## config.mk

```make
export PLATFORM = sky130hd
export DESIGN_NAME = ddr3_wr_burst
export DESIGN_NICKNAME = d
export VERILOG_FILES = /design/src/rtl/ddr3_wr_burst.sv
export SDC_FILE = /design/constraint.sdc
export NUM_CORES = 1
export LEC_CHECK = 0
export BUFFER_PORTS_ARGS = -buffer_cell sky130_fd_sc_hd__buf_2
export CAP_MARGIN = 20
export CORE_MARGIN = 3
export CORE_UTILIZATION = 65
export CTS_CLUSTER_DIAMETER = 40
export CTS_CLUSTER_SIZE = 30
export DETAILED_ROUTE_END_ITERATION = 10
export GPL_ROUTABILITY_DRIVEN = 0
export PLACE_DENSITY = 0.89
export SKIP_CTS_REPAIR_TIMING = 1
export SLEW_MARGIN = 0
export SYNTH_ARGS = -nofsm -noshare
export SYNTH_HDL_FRONTEND = slang
export SYNTH_SLANG_ARGS = --single-unit
```

## constraint.sdc

```tcl
create_clock -name afi_clk -period 12.2 [get_ports afi_clk]
set_clock_uncertainty 0.05 [all_clocks]
set_input_delay 0 -clock afi_clk [delete_from_list [all_inputs] [get_ports afi_clk]]
set_output_delay 0 -clock afi_clk [all_outputs]
set_load 0.05 [all_outputs]
```

## src/rtl/ddr3_wr_burst.sv

```systemverilog
// ddr3_wr_burst
//   Pulls one burst of words from the video-pixel FIFO (read side, afi_clk
//   domain) into a local buffer, then writes that burst to the DDR3
//   controller's Avalon-MM port. It walks a linear frame buffer starting at
//   BASE_ADDR and restarts at the base address on every frame_start.
//
// Ports
//   afi_clk, rst         : clock, synchronous active-high reset
//   frame_start          : one-cycle pulse, arm or restart the frame
//   fifo_rd_usedw        : FIFO read-side fill level
//   fifo_rd_req/fifo_data: FIFO read request / q (valid one cycle after request)
//   avl_ready            : controller ready; a beat moves on write_req && ready
//   avl_write_req, avl_burstbegin, avl_addr, avl_size, avl_wdata, avl_be
//                        : Avalon-MM burst write master
//   busy                 : high when not in IDLE
//   frame_done           : one-cycle pulse after the last beat of a frame
//
// state | meaning
// IDLE  | wait for armed frame with a full burst available in the FIFO
// FILL  | BURST_LEN read requests, capture each word one cycle later
// WRITE | present buffered burst to the controller, beat by beat

module ddr3_wr_burst #(
  parameter int DATA_W      = 64,
  parameter int ADDR_W      = 25,
  parameter int BURST_LEN   = 16,
  parameter int FRAME_BEATS = 61440,
  parameter int BASE_ADDR   = 0
) (
  input  logic                  afi_clk,
  input  logic                  rst,
  input  logic                  frame_start,
  input  logic [7:0]            fifo_rd_usedw,
  output logic                  fifo_rd_req,
  input  logic [DATA_W-1:0]     fifo_data,
  input  logic                  avl_ready,
  output logic                  avl_write_req,
  output logic                  avl_burstbegin,
  output logic [ADDR_W-1:0]     avl_addr,
  output logic [6:0]            avl_size,
  output logic [DATA_W-1:0]     avl_wdata,
  output logic [DATA_W/8-1:0]   avl_be,
  output logic                  busy,
  output logic                  frame_done
);

  localparam int BW = $clog2(BURST_LEN);
  localparam int CW = $clog2(FRAME_BEATS + 1);

  localparam logic [1:0] IDLE  = 2'd0;
  localparam logic [1:0] FILL  = 2'd1;
  localparam logic [1:0] WRITE = 2'd2;

  localparam logic [BW:0]       FILL_LAST = (BW+1)'(BURST_LEN);
  localparam logic [BW:0]       ONE_F     = (BW+1)'(1);
  localparam logic [BW-1:0]     BEAT_LAST = BW'(BURST_LEN - 1);
  localparam logic [BW-1:0]     ONE_B     = BW'(1);
  localparam logic [ADDR_W-1:0] ADDR_BASE = ADDR_W'(BASE_ADDR);
  localparam logic [ADDR_W-1:0] ADDR_STEP = ADDR_W'(BURST_LEN);
  localparam logic [CW-1:0]     CNT_INIT  = CW'(FRAME_BEATS);
  localparam logic [CW-1:0]     CNT_STEP  = CW'(BURST_LEN);
  localparam logic [7:0]        LVL_NEED  = 8'(BURST_LEN);

  logic [1:0]        state;
  logic              armed;
  logic              pending_start;
  logic [ADDR_W-1:0] addr_q;
  logic [CW-1:0]     beats_left;
  logic [BW:0]       fill_cnt;
  logic [BW-1:0]     beat;
  logic              cap_vld;
  logic [BW-1:0]     cap_idx;
  logic [DATA_W-1:0] buf_mem [BURST_LEN];

  // fill_cnt counts 0..BURST_LEN; its top bit marks the capture-only cycle.
  assign fifo_rd_req    = (state == FILL) && !fill_cnt[BW];
  // Word i lands while fill_cnt == i+1 (the request is one cycle older).
  assign cap_idx        = fill_cnt[BW-1:0] - ONE_B;

  assign avl_write_req  = (state == WRITE);
  assign avl_burstbegin = (state == WRITE) && (beat == '0);
  assign avl_wdata      = (state == WRITE) ? buf_mem[beat] : '0;
  assign avl_addr       = addr_q;
  assign avl_size       = 7'(BURST_LEN);
  assign avl_be         = '1;
  assign busy           = (state != IDLE);

  always_ff @(posedge afi_clk) begin
    if (rst) begin
      state         <= IDLE;
      armed         <= 1'b0;
      pending_start <= 1'b0;
      addr_q        <= ADDR_BASE;
      beats_left    <= CNT_INIT;
      fill_cnt      <= '0;
      beat          <= '0;
      cap_vld       <= 1'b0;
      frame_done    <= 1'b0;
    end else begin
      frame_done <= 1'b0;
      cap_vld    <= fifo_rd_req;
      case (state)
        IDLE: begin
          // A restart always wins over starting a burst, so a burst never
          // begins at a stale address.
          if (frame_start || pending_start) begin
            armed         <= 1'b1;
            pending_start <= 1'b0;
            addr_q        <= ADDR_BASE;
            beats_left    <= CNT_INIT;
          end else if (armed && (beats_left != '0) && (fifo_rd_usedw >= LVL_NEED)) begin
            state    <= FILL;
            fill_cnt <= '0;
          end
        end
        FILL: begin
          if (frame_start) pending_start <= 1'b1;
          if (fill_cnt == FILL_LAST) begin
            state <= WRITE;
            beat  <= '0;
          end else begin
            fill_cnt <= fill_cnt + ONE_F;
          end
        end
        WRITE: begin
          if (frame_start) pending_start <= 1'b1;
          if (avl_ready) begin
            if (beat == BEAT_LAST) begin
              state      <= IDLE;
              addr_q     <= addr_q + ADDR_STEP;
              beats_left <= beats_left - CNT_STEP;
              if (beats_left == CNT_STEP) begin
                frame_done <= 1'b1;
                armed      <= 1'b0;
              end
            end else begin
              beat <= beat + ONE_B;
            end
          end
        end
        default: state <= IDLE;
      endcase
    end
  end

  always_ff @(posedge afi_clk) begin
    if (cap_vld) buf_mem[cap_idx] <= fifo_data;
  end

endmodule

```

==> report_table.html, run 1 <==
<table>
<tr><th>Metric</th><th>Value</th></tr>
<tr><th colspan="2">Yosys</th></tr>
<tr><td>Number of enable-type register cells in the synthesized netlist</td><td>1024</td></tr>
<tr><td>Post-synthesis instance total</td><td>1947</td></tr>
<tr><td>Cells taking the most area after synthesis</td><td>edfxtp_1, mux4_2, mux2i_1</td></tr>
<tr><td>Sequential share of the synthesized area</td><td>0.761</td></tr>
<tr><td>Main flop type after synthesis</td><td>edfxtp_1</td></tr>
<tr><td>Cell variety after synth</td><td>61</td></tr>
<tr><td>Synth area leader</td><td>edfxtp_1</td></tr>
<tr><td>Async SR Flop Fraction</td><td>0</td></tr>
<tr><td>Post-synthesis average cell area</td><td>21.4 um^2</td></tr>
<tr><td>Synth Register Bits</td><td>1076</td></tr>
<tr><td>Area of the mapped netlist</td><td>0.0418 mm^2</td></tr>
<tr><td>Total number of yosys warnings</td><td>0</td></tr>
<tr><td>Portion of synthesized cell area occupied by the leading cell type</td><td>0.736</td></tr>
<tr><th colspan="2">STA</th></tr>
<tr><td>Slew at the pin closest to its max-slew limit</td><td>1.16 ns</td></tr>
<tr><td>Final-report max-slew violation count</td><td>0</td></tr>
<tr><td>RSZ-0062 raised after global routing</td><td>false</td></tr>
<tr><td>Final Cycle Share</td><td>0.330</td></tr>
<tr><td>Fin crit period</td><td>4.02 ns</td></tr>
<tr><td>Sum Neg Setup Slack</td><td>0 ns</td></tr>
<tr><td>Final Worst Setup Slack</td><td>8.18 ns</td></tr>
<tr><td>Number of setup violations in the final report</td><td>0</td></tr>
<tr><td>Max Clk Rate</td><td>248 MHz</td></tr>
<tr><td>Remaining max-slew budget at the tightest pin</td><td>0.224</td></tr>
<tr><td>Worst hold margin</td><td>0.157 ns</td></tr>
<tr><td>Final hold violations</td><td>0</td></tr>
<tr><th colspan="2">Setup path</th></tr>
<tr><td>Arrival time reported for the critical path endpoint</td><td>3.97 ns</td></tr>
<tr><td>Critical path cell sequence</td><td>buf_4 &gt; buf_4 &gt; mux4_2 &gt; mux2i_1 &gt; o22ai_1 &gt; buf_2</td></tr>
<tr><td>Crit Path Max Fanout</td><td>66</td></tr>
<tr><td>Crit-path slowest cell</td><td>buf_4</td></tr>
<tr><td>Most frequent CP cell</td><td>buf_4</td></tr>
<tr><td>Data required, critical path</td><td>12.15 ns</td></tr>
<tr><td>CP Depth</td><td>6</td></tr>
<tr><td>Type of the worst setup path</td><td>flop to primary output</td></tr>
<tr><td>Slowest stage delay, CP</td><td>0.94 ns</td></tr>
<tr><td>Buffers and inverters on the worst path</td><td>3</td></tr>
<tr><td>Worst setup EP type</td><td>primary output</td></tr>
<tr><td>Worst reg2reg path startpoint</td><td>fill_cnt[0]</td></tr>
<tr><td>Number of cells traversed by the worst register-to-register path</td><td>6</td></tr>
<tr><td>Worst setup SP type</td><td>flop</td></tr>
<tr><td>Worst path top cell family by delay</td><td>buffers and inverters</td></tr>
<tr><td>Flop2flop setup slack</td><td>8.39 ns</td></tr>
<tr><td>Destination of the worst register-to-register timing path</td><td>buf_mem[0][42]</td></tr>
<tr><th colspan="2">Floorplanning</th></tr>
<tr><td>Placeable core region</td><td>0.0633 mm^2</td></tr>
<tr><td>Y dimension of the die</td><td>259 um</td></tr>
<tr><td>Overall die area</td><td>0.0673 mm^2</td></tr>
<tr><td>I/O Pins</td><td>185</td></tr>
<tr><td>Chip width</td><td>259 um</td></tr>
<tr><td>Effective utilization at floorplan</td><td>0.660</td></tr>
<tr><td>Number of placement rows</td><td>92</td></tr>
<tr><th colspan="2">Power and ir drop</th></tr>
<tr><td>Total power of the final layout</td><td>0.00890 W</td></tr>
<tr><td>Total leakage power</td><td>15.2 nW</td></tr>
<tr><td>Peak VDD IR</td><td>188 uV</td></tr>
<tr><td>Power Density</td><td>184 mW/mm^2</td></tr>
<tr><th colspan="2">Finish</th></tr>
<tr><td># fillers</td><td>3141</td></tr>
<tr><td>Multi-input gate area in the final layout</td><td>0.00945 mm^2</td></tr>
<tr><td>Layout cells sized above 1</td><td>0.301</td></tr>
<tr><td>Flip-flop and latch area</td><td>0.0318 mm^2</td></tr>
<tr><td>Layout Nets</td><td>2315</td></tr>
<tr><td>Area growth, synth to finish</td><td>16.0%</td></tr>
<tr><th colspan="2">Route</th></tr>
<tr><td>Number of DRC violations after detailed-routing iteration 0</td><td>3742</td></tr>
<tr><td>Total vias in the final route</td><td>22400</td></tr>
<tr><td>Post-DRT Antenna Nets</td><td>0</td></tr>
<tr><td>Via count normalized by instance count</td><td>7.07</td></tr>
<tr><td>Pre-antenna DRT Iters</td><td>5</td></tr>
<tr><td>Routed length per placed instance</td><td>35.4 um</td></tr>
<tr><td>Final wirelength</td><td>112000 um</td></tr>
<tr><td>Detailed-route DRC error count</td><td>0</td></tr>
<tr><th colspan="2">Global routing</th></tr>
<tr><td>GR Util All Layers</td><td>0.328</td></tr>
<tr><td>Largest net degree at the start of global routing</td><td>117</td></tr>
<tr><td>Total congestion overflow after global routing</td><td>0</td></tr>
<tr><td>Vias in the first global route</td><td>22900</td></tr>
<tr><td>Wire length of the first global-routing pass</td><td>158000 um</td></tr>
<tr><td>Initial antenna violation count</td><td>3</td></tr>
<tr><th colspan="2">Clock network</th></tr>
<tr><td>Number of clock sinks</td><td>1076</td></tr>
<tr><td>Clock tree root buffer cell</td><td>clkbuf_16</td></tr>
<tr><td>Max H-tree Level</td><td>3</td></tr>
<tr><td>Num CTS Buffers</td><td>115</td></tr>
<tr><td>Clk pin slew, worst setup/hold paths</td><td>0.07 ns</td></tr>
<tr><td>Clock tree from TritonCTS</td><td>yes</td></tr>
<tr><td>Clock latency on the worst-skew pair</td><td>0.68 ns</td></tr>
<tr><td>Bufs on Longest Clock Path</td><td>3</td></tr>
<tr><th colspan="2">Hold path</th></tr>
<tr><td>Hold Path Class</td><td>input port to flop</td></tr>
<tr><td>Depth of the worst hold-timing path</td><td>3</td></tr>
<tr><td>Hold Crit Endpoint</td><td>fill_cnt[3]</td></tr>
<tr><td>Hold Crit Start</td><td>rst</td></tr>
<tr><th colspan="2">Status</th></tr>
<tr><td>Result of the run</td><td>finished, final reports clean</td></tr>
<tr><th colspan="2">Run</th></tr>
<tr><td>Max Cap Viol</td><td>0</td></tr>
<tr><th colspan="2">Placed design</th></tr>
<tr><td>Minimum setup slack after placement</td><td>8.56 ns</td></tr>
<tr><td>Final HPWL DP</td><td>49900 um</td></tr>
<tr><td>Number of port buffers</td><td>161</td></tr>
</table>
## how the worst max path moves through the flow
stage / endpoint / slack (ns)
2_1_floorplan: buf_mem[10][0] / 7.78
3_3_place_gp: avl_wdata[45] / 8.64
3_5_place_dp: avl_wdata[52] / 8.56
4_1_cts: avl_wdata[52] / 7.72
5_1_grt: avl_wdata[62] / 8.10
6_report: avl_wdata[62] / 8.18
## synthesized netlist by cell type, drive strengths merged, types with 2 or more instances
library cell	instances
o2111ai	5
buf	72
and4	5
nand2b	6
mux4	256
edfxtp	1024
nand4	5
conb	2
mux2i	132
or4	17
a31oi	4
nor4	3
or2	2
o21ai	18
o31a	2
o21a	2
nor4b	2
nor2	31
or3	13
and3	8
inv	15
o22ai	64
ha	16
nand4b	2
o31ai	14
and2	2
dfxtp	52
o2111a	3
nor3	8
nand3	16
clkbuf	56
xnor2	5
o211ai	3
nand2	30
o211a	2
nor2b	4
or3b	2
a21oi	33
## state kept, by name (all words and copies together), names as in the netlist, 2 cells and up, named ones only
register and cells:
buf_mem 1024, avl_addr 21, state 2, fill_cnt 5
beat 4, beats_left 12
## metrics by stage
stage | cell area [um^2] | utilization | std cells
floorplan | 41800 | - | 1964
global placement | 43400 | 0.686 | 2878
detailed placement | 43400 | 0.686 | 2878
CTS | 47600 | 0.752 | 3095
global route | 48400 | 0.765 | 3169
finish | 48400 | 0.765 | 3171
## kinds of logic (layout without fill, tap and decap cells)
group           after synthesis  in the layout  synth area share
flops                      1076           1076             0.761
mux                         388            388             0.170
simple gates                159            159            0.0216
compound gates              158            158            0.0244
buf+inv                     143            502            0.0170
fa+ha+maj                    16             16           0.00479
xor+xnor                      5              5           0.00105
other cells                   2             21          0.000180
## tightest hold or removal path, cell delays in order
cell and delay [ns]:
dlygate4sd3_1 0.52, buf_2 0.25, a21oi_1 0.06
## cell type report
| class | instances | area share |
|---|---|---|
| inverter | 15 | 0.00116 |
| tap | 846 | 0.0219 |
| timing repair buffer | 270 | 0.0396 |
| sequential | 1076 | 0.657 |
| clock buffer | 120 | 0.0603 |
| multi-input combinational | 745 | 0.195 |
| clock inverter | 97 | 0.0251 |
| antenna | 2 | 0.000103 |
## placed cells by master (no fill, tap or decap), drive strengths merged, types with 17 or more instances in the layout
cell,instances
edfxtp,1024
clkbuf,120
o21ai,18
o22ai,64
buf,202
or4,17
clkinv,41
conb,19
dfxtp,52
mux2i,132
inv,40
dlygate4sd3,68
nand2,30
mux4,256
nor2,31
a21oi,33
## metal layers
metal,vias to the layer above,global-route usage,routed length [um]
li1,8746,-,-
met1,11500,0.418,36300
met2,1852,0.541,58100
met3,351,0.0686,11600
met4,4,0.173,6190
met5,-,0,22
## report_power, final
group | internal (W) | leakage (nW) | switching (W) | total, W
sequential | 0.00410 | 9.63 | 0.0000431 | 0.00414
combinational | 0.000455 | 3.57 | 0.000517 | 0.000972
clock | 0.00214 | 1.97 | 0.00164 | 0.00378
total | 0.00670 | 15.2 | 0.00220 | 0.00890
Power figures use the tool's default switching activity.
==> inputs of run 2 (changes only) <==
--- a/config.mk
+++ b/config.mk
@@ -8,12 +8,12 @@
 export BUFFER_PORTS_ARGS = -buffer_cell sky130_fd_sc_hd__buf_2
 export CAP_MARGIN = 20
 export CORE_MARGIN = 3
-export CORE_UTILIZATION = 65
+export CORE_UTILIZATION = 55
 export CTS_CLUSTER_DIAMETER = 40
 export CTS_CLUSTER_SIZE = 30
 export DETAILED_ROUTE_END_ITERATION = 10
 export GPL_ROUTABILITY_DRIVEN = 0
-export PLACE_DENSITY = 0.89
+export PLACE_DENSITY = 0.8
 export SKIP_CTS_REPAIR_TIMING = 1
 export SLEW_MARGIN = 0
 export SYNTH_ARGS = -nofsm -noshare
==> constraint.sdc (replaced) <==
create_clock -name afi_clk -period 3.4 [get_ports afi_clk]
set_clock_uncertainty 0.05 [all_clocks]
set_input_delay 0 -clock afi_clk [delete_from_list [all_inputs] [get_ports afi_clk]]
set_output_delay 0 -clock afi_clk [all_outputs]
set_load 0.05 [all_outputs]
==> run 2 against run 1 <==
Core utilization fell by 11 points. Non-clock buffer count up 23. Worst hold slack better by 0.025 ns. Wire length down 14%. Die area up 18%. Clock power increased to 3.3 times the previous value.
==> report_table.html, run 2 (synthesized netlist as in run 1, its figures left out) <==
<table>
<tr><th>Metric</th><th>Value</th></tr>
<tr><th colspan="2">STA</th></tr>
<tr><td>Fin crit period</td><td>3.21 ns</td></tr>
<tr><td>RSZ-0062 raised after global routing</td><td>false (unchanged)</td></tr>
<tr><td>Worst hold margin</td><td>0.182 ns (was 0.157 ns)</td></tr>
<tr><td>Slew at the pin closest to its max-slew limit</td><td>0.863 ns (was 1.16 ns)</td></tr>
<tr><td>Final-report max-slew violation count</td><td>0 (unchanged)</td></tr>
<tr><td>Number of setup violations in the final report</td><td>0 (unchanged)</td></tr>
<tr><td>Final Worst Setup Slack</td><td>0.188 ns (was 8.18 ns)</td></tr>
<tr><td>Final Cycle Share</td><td>0.945</td></tr>
<tr><td>Remaining max-slew budget at the tightest pin</td><td>0.422 (was 0.224)</td></tr>
<tr><td>Max Clk Rate</td><td>311 MHz</td></tr>
<tr><td>Final hold violations</td><td>0 (unchanged)</td></tr>
<tr><th colspan="2">Setup path</th></tr>
<tr><td>Destination of the worst register-to-register timing path</td><td>buf_mem[14][45] (was buf_mem[0][42])</td></tr>
<tr><td>Number of cells traversed by the worst register-to-register path</td><td>6 (unchanged)</td></tr>
<tr><td>Crit Path Max Fanout</td><td>23 (was 66)</td></tr>
<tr><td>Arrival time reported for the critical path endpoint</td><td>3.16 ns (was 3.97 ns)</td></tr>
<tr><td>Worst setup EP type</td><td>primary output (unchanged)</td></tr>
<tr><td>Worst setup SP type</td><td>flop (unchanged)</td></tr>
<tr><td>Type of the worst setup path</td><td>flop to primary output (unchanged)</td></tr>
<tr><td>Worst reg2reg path startpoint</td><td>fill_cnt[1] (was fill_cnt[0])</td></tr>
<tr><td>Flop2flop setup slack</td><td>0.71 ns (was 8.39 ns)</td></tr>
<tr><td>Data required, critical path</td><td>3.35 ns (was 12.15 ns)</td></tr>
<tr><th colspan="2">Power and ir drop</th></tr>
<tr><td>Fraction of power spent switching nets</td><td>0.243 (was 0.247)</td></tr>
<tr><td>Logic gate share of total power</td><td>0.112 (was 0.109)</td></tr>
<tr><td>Sw Pwr</td><td>0.00750 W (was 0.00220 W)</td></tr>
<tr><td>Int Pwr</td><td>0.0234 W (was 0.00670 W)</td></tr>
<tr><td>Power Density</td><td>634 mW/mm^2 (was 184 mW/mm^2)</td></tr>
<tr><td>Peak VDD IR</td><td>509 uV (was 188 uV)</td></tr>
<tr><td>Clock network fraction of total power</td><td>0.408 (was 0.425)</td></tr>
<tr><td>Sequential Power Share</td><td>0.480 (was 0.466)</td></tr>
<tr><td>Total leakage power</td><td>15.3 nW (was 15.2 nW)</td></tr>
<tr><th colspan="2">Placed design</th></tr>
<tr><td>Minimum setup slack after placement</td><td>0.734 ns (was 8.56 ns)</td></tr>
<tr><td>Final HPWL DP</td><td>49100 um (was 49900 um)</td></tr>
<tr><td>Placed cells</td><td>3030 (was 2878)</td></tr>
<tr><td>Number of port buffers</td><td>161 (unchanged)</td></tr>
<tr><td>Standard cell area after detailed placement</td><td>0.0442 mm^2 (was 0.0434 mm^2)</td></tr>
<tr><th colspan="2">Finish</th></tr>
<tr><td>Reg with most FFs</td><td>buf_mem (unchanged)</td></tr>
<tr><td>Cell Count, Final, Fillers Out</td><td>3314 (was 3171)</td></tr>
<tr><td>Max reg flops</td><td>1024 (unchanged)</td></tr>
<tr><td>Most used cells in the layout excluding fill and tap cells</td><td>edfxtp_1, mux4_2, buf_2 (unchanged)</td></tr>
<tr><td>Post-route core utilization</td><td>0.652 (was 0.765)</td></tr>
<tr><td>Area growth, synth to finish</td><td>16.9% (was 16.0%)</td></tr>
<tr><td>Final design instance area without fill</td><td>0.0488 mm^2 (was 0.0484 mm^2)</td></tr>
<tr><td>Most common library cell in the layout ignoring fill and taps</td><td>edfxtp_1 (unchanged)</td></tr>
<tr><td>Layout cells sized above 1</td><td>0.307 (was 0.301)</td></tr>
<tr><td>Layout Nets</td><td>2335 (was 2315)</td></tr>
<tr><th colspan="2">Route</th></tr>
<tr><td>Number of DRC violations after detailed-routing iteration 0</td><td>2552 (was 3742)</td></tr>
<tr><td>Final wirelength</td><td>96800 um (was 112000 um)</td></tr>
<tr><td>Detailed-route DRC error count</td><td>0 (unchanged)</td></tr>
<tr><td>Routed length per placed instance</td><td>29.2 um (was 35.4 um)</td></tr>
<tr><td>Via count normalized by instance count</td><td>6.43 (was 7.07)</td></tr>
<tr><td>Total vias in the final route</td><td>21300 (was 22400)</td></tr>
<tr><td>Post-DRT Antenna Nets</td><td>0 (unchanged)</td></tr>
<tr><td>Pre-antenna DRT Iters</td><td>5 (unchanged)</td></tr>
<tr><th colspan="2">Hold path</th></tr>
<tr><td>Hold Crit Endpoint</td><td>buf_mem[11][23] (was fill_cnt[3])</td></tr>
<tr><td>Depth of the worst hold-timing path</td><td>2 (was 3)</td></tr>
<tr><td>Hold Path Class</td><td>input port to flop (unchanged)</td></tr>
<tr><td>Hold Crit Start</td><td>fifo_data[23] (was rst)</td></tr>
<tr><th colspan="2">Floorplanning</th></tr>
<tr><td>Number of placement rows</td><td>100 (was 92)</td></tr>
<tr><td>I/O Pins</td><td>185 (unchanged)</td></tr>
<tr><td>Overall die area</td><td>0.0793 mm^2 (was 0.0673 mm^2)</td></tr>
<tr><td>Chip width</td><td>282 um (was 259 um)</td></tr>
<tr><td>Y dimension of the die</td><td>282 um (was 259 um)</td></tr>
<tr><td>Placeable core region</td><td>0.0748 mm^2 (was 0.0633 mm^2)</td></tr>
<tr><td>Effective utilization at floorplan</td><td>0.558 (was 0.660)</td></tr>
<tr><th colspan="2">Clock network</th></tr>
<tr><td>Bufs on Longest Clock Path</td><td>3 (unchanged)</td></tr>
<tr><td>Clk pin slew, worst setup/hold paths</td><td>0.07 ns (about the same)</td></tr>
<tr><td>Clock tree from TritonCTS</td><td>yes (unchanged)</td></tr>
<tr><td>Max H-tree Level</td><td>3 (unchanged)</td></tr>
<tr><td>Clock tree root buffer cell</td><td>clkbuf_16 (unchanged)</td></tr>
<tr><td>Clock latency on the worst-skew pair</td><td>0.66 ns (was 0.68 ns)</td></tr>
<tr><td>Number of clock sinks</td><td>1076 (unchanged)</td></tr>
<tr><td>Num CTS Buffers</td><td>112 (was 115)</td></tr>
<tr><th colspan="2">Global routing</th></tr>
<tr><td>Largest net degree at the start of global routing</td><td>65 (was 117)</td></tr>
<tr><td>Total congestion overflow after global routing</td><td>0 (unchanged)</td></tr>
<tr><td>GR Util All Layers</td><td>0.247 (was 0.328)</td></tr>
<tr><td>Vias in the first global route</td><td>22100 (was 22900)</td></tr>
<tr><td>Wire length of the first global-routing pass</td><td>143000 um (was 158000 um)</td></tr>
<tr><td>Initial antenna violation count</td><td>8 (was 3)</td></tr>
<tr><th colspan="2">Run</th></tr>
<tr><td>Max Cap Viol</td><td>0 (unchanged)</td></tr>
<tr><th colspan="2">Status</th></tr>
<tr><td>Result of the run</td><td>finished, final reports clean (unchanged)</td></tr>
</table>
[run 2: cell types whose count changed in the layout (fill, tap and decap cells not counted), sizes merged]
cell / before / now
buf: 202 / 225
bufinv: 16 / 8
clkbuf: 120 / 123
clkinv: 41 / 37
clkinvlp: 15 / 8
diode: 2 / 3
inv: 40 / 52
[run 2: power by group through the flow]
stage | Sequential (W) | Combinational (W) | Clock (W)
floorplan | 0.0151 | 0.00262 | 0
global placement | 0.0151 | 0.00328 | 0
detailed placement | 0.0151 | 0.00338 | 0
CTS | 0.0149 | 0.00342 | 0.0128
global route | 0.0149 | 0.00374 | 0.0134
finish | 0.0149 | 0.00345 | 0.0126
[run 2: worst max-delay path by stage]
stage / from / end / slack, ns / cells after the start
2_1_floorplan: fill_cnt[0] / buf_mem[10][0] / -1.02 / 5
3_3_place_gp: fill_cnt[1] / buf_mem[14][54] / 0.77 / 6
3_5_place_dp: fill_cnt[0] / buf_mem[14][53] / 0.73 / 6
4_1_cts: flop / avl_wdata[46] / 0.09 / 6
5_1_grt: flop / avl_wdata[47] / 0.006 / 6
6_report: flop / avl_wdata[46] / 0.19 / 6
[run 2: layout make-up]
class,count,area (um^2)
fillers,4650,26000
clock buffers,123,2900
diodes,3,7.51
well taps,969,1210
multi-input cells,745,9450
clock inverters,90,1020
inverters,15,56.3
repair buffers,293,2350
flip-flops and latches,1076,31800
[run 2: worst max-delay path, stage by stage (launching register included)]
cell and delay [ns]:
dfxtp_4 0.58, buf_12 0.29, buf_4 0.39, mux4_2 0.55, mux2i_1 0.20, o22ai_1 0.15, buf_2 0.28
[run 2: through the flow]
stage	setup TNS (ns)	total power, W
6_report	0	0.0309
5_1_grt	0	0.0320
4_1_cts	0	0.0311
3_5_place_dp	0	0.0185
3_3_place_gp	0	0.0184
2_1_floorplan	-845.87	0.0177
[run 2: layer usage]
metal	routed length (um)	track usage	part of all wire	vias up
met5	49	0	0.00051	-
met4	2900	0.0922	0.030	8
met3	8310	0.0480	0.086	218
met2	49800	0.415	0.51	1198
met1	35700	0.327	0.37	11100
li1	-	-	-	8781
